**src/rtl/mat_mult_pkg.sv**
```systemverilog
// Shared types and sizing for the mat_mult host sequencer and its result drain.
package mat_mult_pkg;
   localparam int DATA_W = 8;
   localparam int DIM    = 2;
   localparam int N_ELEM = DIM * DIM;
   localparam int CNT_W  = $clog2(2 * N_ELEM);
   localparam int OUT_W  = $clog2(N_ELEM);

   typedef logic [DATA_W-1:0] elem_t;
   typedef elem_t [DIM-1:0][DIM-1:0] mat_t;

   typedef enum logic [1:0] {LOAD, START, WAIT, DRAIN} state_t;

   // Row-major flat index to matrix row / column.
   function automatic int idx_row(input int idx);
      return idx / DIM;
   endfunction

   function automatic int idx_col(input int idx);
      return idx % DIM;
   endfunction
endpackage

```
**src/rtl/mat_mult_drain.sv**
```systemverilog
// Result buffer for mat_C plus the valid/ready serializer that streams it out row-major.
module mat_mult_drain
   import mat_mult_pkg::*;
(
   input  logic             clk,
   input  logic             rst,
   input  logic             capture,
   input  mat_t             mat_C,
   input  logic             active,
   input  logic [OUT_W-1:0] idx,
   input  logic             out_ready,
   output logic             out_valid,
   output elem_t            out_data,
   output logic             out_last,
   output logic             fire
);
   elem_t c_buf [N_ELEM];

   always_ff @(posedge clk or posedge rst) begin
      if (rst) begin
         for (int i = 0; i < N_ELEM; i++) c_buf[i] <= '0;
      end else if (capture) begin
         for (int i = 0; i < N_ELEM; i++) c_buf[i] <= mat_C[idx_row(i)][idx_col(i)];
      end
   end

   // Outputs are zero whenever the drain is idle so reset and LOAD look clean downstream.
   assign out_valid = active;
   assign out_data  = active ? c_buf[idx] : '0;
   assign out_last  = active && (idx == OUT_W'(N_ELEM - 1));
   assign fire      = active && out_ready;
endmodule

```
**src/rtl/mat_mult_host.sv**
```systemverilog
// Initiator side of the multiply2 handshake: load A/B from a byte stream, start, wait, drain C.
// Optional watchdog on the WAIT state is compiled in with ACC_MULT_TIMEOUT_EN.
module mat_mult_host
   import mat_mult_pkg::*;
#(
   parameter int TIMEOUT = 64
)
(
   input  logic  clk,
   input  logic  rst,
   input  logic  in_valid,
   input  elem_t in_data,
   output logic  in_ready,
   output logic  out_valid,
   output elem_t out_data,
   output logic  out_last,
   input  logic  out_ready,
   output mat_t  mat_A,
   output mat_t  mat_B,
   output logic  start,
   input  mat_t  mat_C,
   input  logic  done,
   output logic  busy,
   output logic  error
);
   state_t           state_reg, state_next;
   logic [CNT_W-1:0] cnt_reg, cnt_next;
   logic             accept, fire, capture, drain_active, timeout;
   logic             last_in, last_out;

   assign accept   = in_valid && in_ready;
   assign last_in  = (cnt_reg == CNT_W'(2 * N_ELEM - 1));
   assign last_out = (cnt_reg == CNT_W'(N_ELEM - 1));
   assign capture  = (state_reg == WAIT) && done;
   assign busy     = !((state_reg == LOAD) && (cnt_reg == '0));

`ifdef ACC_MULT_TIMEOUT_EN
   localparam int WD_W = $clog2(TIMEOUT + 1);
   logic [WD_W-1:0] wd_reg;
   logic            error_reg;

   // done in the same cycle as expiry takes priority over the abort.
   assign timeout = (state_reg == WAIT) && !done && (wd_reg == WD_W'(TIMEOUT - 1));

   always_ff @(posedge clk or posedge rst) begin
      if (rst) begin
         wd_reg    <= '0;
         error_reg <= 1'b0;
      end else begin
         wd_reg <= (state_reg == WAIT) ? wd_reg + 1'b1 : '0;
         if (timeout) error_reg <= 1'b1;
      end
   end
   assign error = error_reg;
`else
   logic unused_timeout;
   assign unused_timeout = (TIMEOUT > 0);
   assign timeout        = 1'b0;
   assign error          = 1'b0;
`endif

   always_ff @(posedge clk or posedge rst) begin
      if (rst) begin
         state_reg <= LOAD;
         cnt_reg   <= '0;
      end else begin
         state_reg <= state_next;
         cnt_reg   <= cnt_next;
      end
   end

   always_comb begin
      state_next   = state_reg;
      cnt_next     = cnt_reg;
      in_ready     = 1'b0;
      start        = 1'b0;
      drain_active = 1'b0;
      case (state_reg)
         LOAD: begin
            in_ready = !rst;
            if (in_valid && !rst) begin
               if (last_in) begin
                  cnt_next   = '0;
                  state_next = START;
               end else begin
                  cnt_next = cnt_reg + 1'b1;
               end
            end
         end
         START: begin
            start      = 1'b1;
            state_next = WAIT;
         end
         WAIT: begin
            start = 1'b1;
            if (done)         state_next = DRAIN;
            else if (timeout) state_next = LOAD;
         end
         DRAIN: begin
            drain_active = 1'b1;
            if (fire) begin
               if (last_out) begin
                  cnt_next   = '0;
                  state_next = LOAD;
               end else begin
                  cnt_next = cnt_reg + 1'b1;
               end
            end
         end
         default: state_next = LOAD;
      endcase
   end

   // Operands persist until the next job overwrites them, keeping them stable through WAIT.
   always_ff @(posedge clk or posedge rst) begin
      if (rst) begin
         mat_A <= '0;
         mat_B <= '0;
      end else if (accept) begin
         for (int i = 0; i < N_ELEM; i++) begin
            if (cnt_reg == CNT_W'(i))          mat_A[idx_row(i)][idx_col(i)] <= in_data;
            if (cnt_reg == CNT_W'(i + N_ELEM)) mat_B[idx_row(i)][idx_col(i)] <= in_data;
         end
      end
   end

   mat_mult_drain u_drain (
      .clk       (clk),
      .rst       (rst),
      .capture   (capture),
      .mat_C     (mat_C),
      .active    (drain_active),
      .idx       (cnt_reg[OUT_W-1:0]),
      .out_ready (out_ready),
      .out_valid (out_valid),
      .out_data  (out_data),
      .out_last  (out_last),
      .fire      (fire)
   );
endmodule

```
**config.mk**
```make
export PLATFORM = sky130hd
export DESIGN_NAME = mat_mult_host
export DESIGN_NICKNAME = d
export VERILOG_FILES = /design/src/rtl/mat_mult_pkg.sv /design/src/rtl/mat_mult_drain.sv /design/src/rtl/mat_mult_host.sv
export SDC_FILE = /design/constraint.sdc
export NUM_CORES = 1
export LEC_CHECK = 0
export CAP_MARGIN = 20
export CORE_ASPECT_RATIO = 1.5
export CORE_MARGIN = 5
export CORE_UTILIZATION = 48
export CTS_CLUSTER_SIZE = 14
export DETAILED_ROUTE_END_ITERATION = 7
export PLACE_DENSITY = 0.84
export SLEW_MARGIN = 25
export SYNTH_ARGS = -nofsm -noshare
export SYNTH_HDL_FRONTEND = slang
export SYNTH_SLANG_ARGS = --single-unit
```
**constraint.sdc**
```tcl
create_clock -name clk -period 4 [get_ports clk]
set_clock_uncertainty 0.2 [all_clocks]
set_input_delay 0.8 -clock clk [delete_from_list [all_inputs] [get_ports clk]]
set_output_delay 0.8 -clock clk [all_outputs]
set_load 0.03 [all_outputs]
```
# Word level (Yosys, flattened, before mapping)

Index checks and enable logic that the tools add are counted.
Widths: inputs -> output; s select.

$add $sub $neg: 1
Order comparisons: 1
Equal/unequal tests: 16
Muxes and demuxes: 18
Bitwise logic cells: 1
Reduce and logical (&&, ||, !) cells: 22

Operator list:

| operator            | count |
|---|---|
| $mux 8              | 3 |
| $bmux 8 s2          | 1 |
| $reduce_and 2->1    | 8 |
| $eq 3x3->1 const B  | 4 |
| $mux 3              | 4 |
| $mux 2              | 5 |
| $ne 2x2->1 const B  | 4 |
| $pmux 2 s4          | 1 |
| $eq 2x2->1 const B  | 3 |
| $eq 3x2->1 const B  | 2 |
| $logic_and 1x1->1   | 6 |
| $pmux 3 s2          | 1 |
| $reduce_and 5->1    | 1 |
| $add 3x1->3 const B | 1 |
| $eq 3x1->1 const B  | 1 |
| $ge 3x3->1 const B  | 1 |
| $logic_not 3->1     | 1 |
| $mux 1              | 3 |
| $not 2->3           | 1 |
| $reduce_and 3->1    | 1 |
| $eq 2x1->1 const B  | 1 |
| $logic_not 1->1     | 2 |
| $logic_not 2->1     | 1 |
| $ne 2x1->1 const B  | 1 |
| other kinds (2)     | 2 |

Register bits: 101
Bits of input ports: 45
Output and inout bits: 78
Logic and storage cells: 73

# Depth between registers and ports, before layout

Depth in word-level cells: 5
Gate-level depth with buffers: 8
Mapped depth without buffers: 6

# By module

From an unflattened synthesis, not the netlist that was laid out.

Cells, all modules: 291
Area total of the unflattened synthesis: 4,459.3 um^2

Modules (own cells, without submodules):

| module         | instances | cells an instance | area an instance (um^2) | seq. area each (um^2) |
|---|---|---|---|---|
| mat_mult_host  | 1         | 190               | 2,942.8                 | 1,726.7 |
| mat_mult_drain | 1         | 101               | 1,516.5                 | 800.8 |

# Worst setup path after synthesis

No wires, ideal clock.

Path kind: register to output
From: reg cnt_reg[0]
To: out out_data[0]
Arrival time: 1.388 ns
Data required time: 3.000 ns
Path slack: 1.612 ns
Cell stages (with the launch flop): 4
Path buffers: 1
Cells stage by stage: dfrtp_1 -> buf_2 -> mux4_2 -> and2_1

Cells in the longest elaborated chain, start to end: 5

Ends and longest elaborated chain:

| what                                      | RTL line             | RTL |
|---|---|---|
| start: declaration                        | mat_mult_host.sv:27  | `logic [CNT_W-1:0] cnt_reg, cnt_next;` |
| start signal: assignment                  | mat_mult_host.sv:68  | `cnt_reg <= cnt_next;` |
| $not 2->3 (not written as such)           | mat_mult_drain.sv:29 | `assign out_data = active ? c_buf[idx] : '0;` |
| $bmux 8 s2                                | mat_mult_drain.sv:29 |  |
| $mux 8 (not written as such) (2 in a row) | mat_mult_drain.sv:29 |  |
| $mux 8                                    | mat_mult_drain.sv:29 |  |
| end: declaration                          | mat_mult_host.sv:15  | `output elem_t out_data,` |

No other way between the ends. The select of a mux whose other input is x is not followed.

# Worst setup path after layout

From: reg cnt_reg[0]
To: out out_data[7]

Same word-level chain as after synthesis.

==> impl_metrics.csv <==
group,metric,value,unit
run_status,run_status,"complete, no violations",
cts,cts_resized,0,
routing,antenna_left,0,
synthesis,synth_seq_area_share,57.3,%
sta,finalSetupTns,0,ns
hold_path,hold_depth,1,
placement,place_area,5710,µm²
synthesis,ys_ff_latch,101,
setup_path,worst-setup-path-type,"flip-flop to output port",
routing,first_pass_iters,4,
synthesis,synth_area_per_cell,15.8,µm²
final_layout,fill_cells,624,
synthesis,yosysTopAreaCell,"dfrtp_1",
synthesis,yosysUniqueCellTypes,31,
cts,hold_buffers,0,
sta,slew_headroom,56.8,%
pwr,p_per_area,811,nW/µm²
sta,fin_crit_sh,85.9,%
setup_path,arrival,2.43,ns
sta,rsz0062_at_grt,"no",
floorplan,pin_count,123,
floorplan,dieWidth,88.2,µm
setup_path,required,3.00,ns
sta,period_needed,3.43,ns
floorplan,die_h,127,µm
setup_path,crit-reg2reg-launch,"cnt_reg[0]$_DFFE_PP0P_",
synthesis,synth_area_leaders,"dfrtp_1 (57%), mux2_2 (20%), mux2_4 (5.4%), mux4_2 (4.1%), ha_1 (3.4%)",
cts,clk_latency,0.33,ns
routing,drt_iter0_markers,82,
final_layout,multi_input_area,1780,µm²
setup_path,reg2reg_depth,6,
synthesis,yosys_warnings,0,
final_layout,num_antenna_cells,0,
cts,htreeDepth,3,
cts,numCtsBuffers,9,
sta,fmax,0.291,GHz
synthesis,synth_fp_nets,336,
synthesis,yosys.area.top_type_share,57.3,%
pwr,ir_drop,500,µV
final_layout,top_regs,"mat_A x32, mat_B x32, u_drain.c_buf x32",
final_layout,finalInstanceArea,6030,µm²
synthesis,synthCells,279,
global_routing,grt_first_pass_wirelength,15800,µm
global_routing,grtUsageTotal,18.3,%
floorplan,initial_core_util,49.6,%
cts,cts_tree,"yes",
sta,worst_slack,0.566,ns
sta,worstMarginPinSlew,0.649,ns
routing,postRouteWirelength,9720,µm
placement,dp_hpwl,7260,µm
routing,vias_per_cell,5.27,
final_layout,syn_to_final_growth,36.8,%
global_routing,grt_overflow,0,
final_layout,drive_above_1_share,32.6,%
placement,placedCellCount,502,
setup_path,worstReg2RegEnd,"state_reg[1]$_DFFE_PP0P_",
pwr,fin_total_pwr,0.00489,W
cts,clk_pin_slew_worst_paths,0.06,ns
hold_path,hold_start,"u_drain.c_buf[9]$_DFFE_PP0P_",
flow_run,maxCapViolations,0,
setup_path,cp-start-kind,"flip-flop",
sta,slew_viol_final,0,
global_routing,grt_max_degree,46,
cts,cts_max_path_buffers,2,
hold_path,worstHoldEndpoint,"u_drain.c_buf[9]$_DFFE_PP0P_",
sta,setup_viol,0,
final_layout,seq_area,2530,µm²
final_layout,fin_nets,460,
cts,ctsRootBufferMaster,"clkbuf_16",
floorplan,core_region_area,8880,µm²
floorplan,std_cell_rows,42,
setup_path,ff2ff_setup_slack,1.37,ns
synthesis,syn_area,4410,µm²
setup_path,worstSetupEndpointType,"output port",
routing,drc_errors,0,
cts,post_cts_buffers,0,
final_layout,fin_cells,518,
hold_path,hold_class,"flip-flop to flip-flop",
global_routing,grt_pass1_vias,3007,
placement,place_congestion,0.767,
global_routing,antenna_found_initial,0,
sta,hold_viol,0,
cts,cts.sinks,101,
routing,via_count,2730,
pwr,p_leak,2.70,nW
setup_path,cp_max_fo,12,
placement,place_ws,0.845,ns
floorplan,dieArea,11200,µm²
routing,post_drt_wl_per_cell,18.8,µm
placement,numPortBuffers,121,
==> report_power, final <==
group	internal (W)	switching [W]	total [W]
Combinational	0.00115	0.00109	0.00225
Clock	0.000540	0.000370	0.000909
Sequential	0.00144	0.000294	0.00174
==> worst max path at each step <==
stage	startpoint	end	cells past startpoint
after global placement	rst	in_ready	3
after floorplan	rst	cnt_reg[0]$_DFFE_PP0P_	1
after global routing	cnt_reg[0]$_DFFE_PP0P_	out_data[7]	3
final	cnt_reg[0]$_DFFE_PP0P_	out_data[7]	3
after detailed placement	rst	in_ready	3
after CTS	cnt_reg[0]$_DFFE_PP0P_	out_data[7]	3
==> cell usage after synthesis, drive strengths merged <==
master and number:
o32a 1, a2111o 1, clkbuf 3, nor2 2
ha 12, nand3b 1, mux2i 4, inv 9
conb 1, nand3 4, nor2b 6, a21oi 3
nand4 1, dfrtp 101, and3 2, mux2 97
mux4 8, nand2 4, and2 10, buf 8
a211o 1
==> stage by stage <==
stage,utilization [%],hold slack [ns]
finish,67.9,0.304
CTS,67.9,0.305
global route,67.9,0.323
global placement,64.3,0.283
detailed placement,64.3,0.290
floorplan,-,0.274
==> area by class of cell <==
| type | count | area share (%) |
|---|---|---|
| clock inverters | 4 | 0.871 |
| repair buffers | 124 | 20.5 |
| inverters | 9 | 0.602 |
| clock buffers | 12 | 4.42 |
| flip-flops and latches | 101 | 41.9 |
| multi-input cells | 158 | 29.5 |
| well taps | 110 | 2.28 |
==> cells by family after synthesis <==
logic type	count (synthesis)	synth area share [%]
AOI/OAI and AO/OA	6	1.02
adders and majority gates	12	3.41
buffers and inverters	20	2.33
DFF	101	57.3
muxes	109	31.1
other	1	0.0851
and+or+nand+nor	30	4.68
==> worst max-delay path: stages (launching register included) <==
cell,delay [ns]
dfrtp_1,0.76
mux4_2,0.58
and2_1,0.17
clkdlybuf4s50_1,0.59
==> cell usage in the layout, fill, tap and decap left out, types with 3 or more instances in the layout <==
| master | count |
|---|---|
| clkdlybuf4s50_1 | 121 |
| dfrtp_1 | 101 |
| mux2_2 | 80 |
| mux2_4 | 16 |
| ha_1 | 12 |
| and2_1 | 9 |
| clkbuf_16 | 9 |
| inv_1 | 8 |
| mux4_2 | 8 |
| nor2b_1 | 5 |
| mux2i_1 | 4 |
| a21oi_1 | 3 |
| clkbuf_8 | 3 |
| buf_4 | 3 |
==> metal layers <==
layer | GRT usage [%] | part of all wire (%) | wire, µm
met5 | 0 | 0 | 0
met4 | 8.01 | 2.5 | 245
met3 | 2.90 | 5.5 | 533
met2 | 32.0 | 54 | 5250
met1 | 21.9 | 38 | 3690
(Power assumes the default switching activity.)
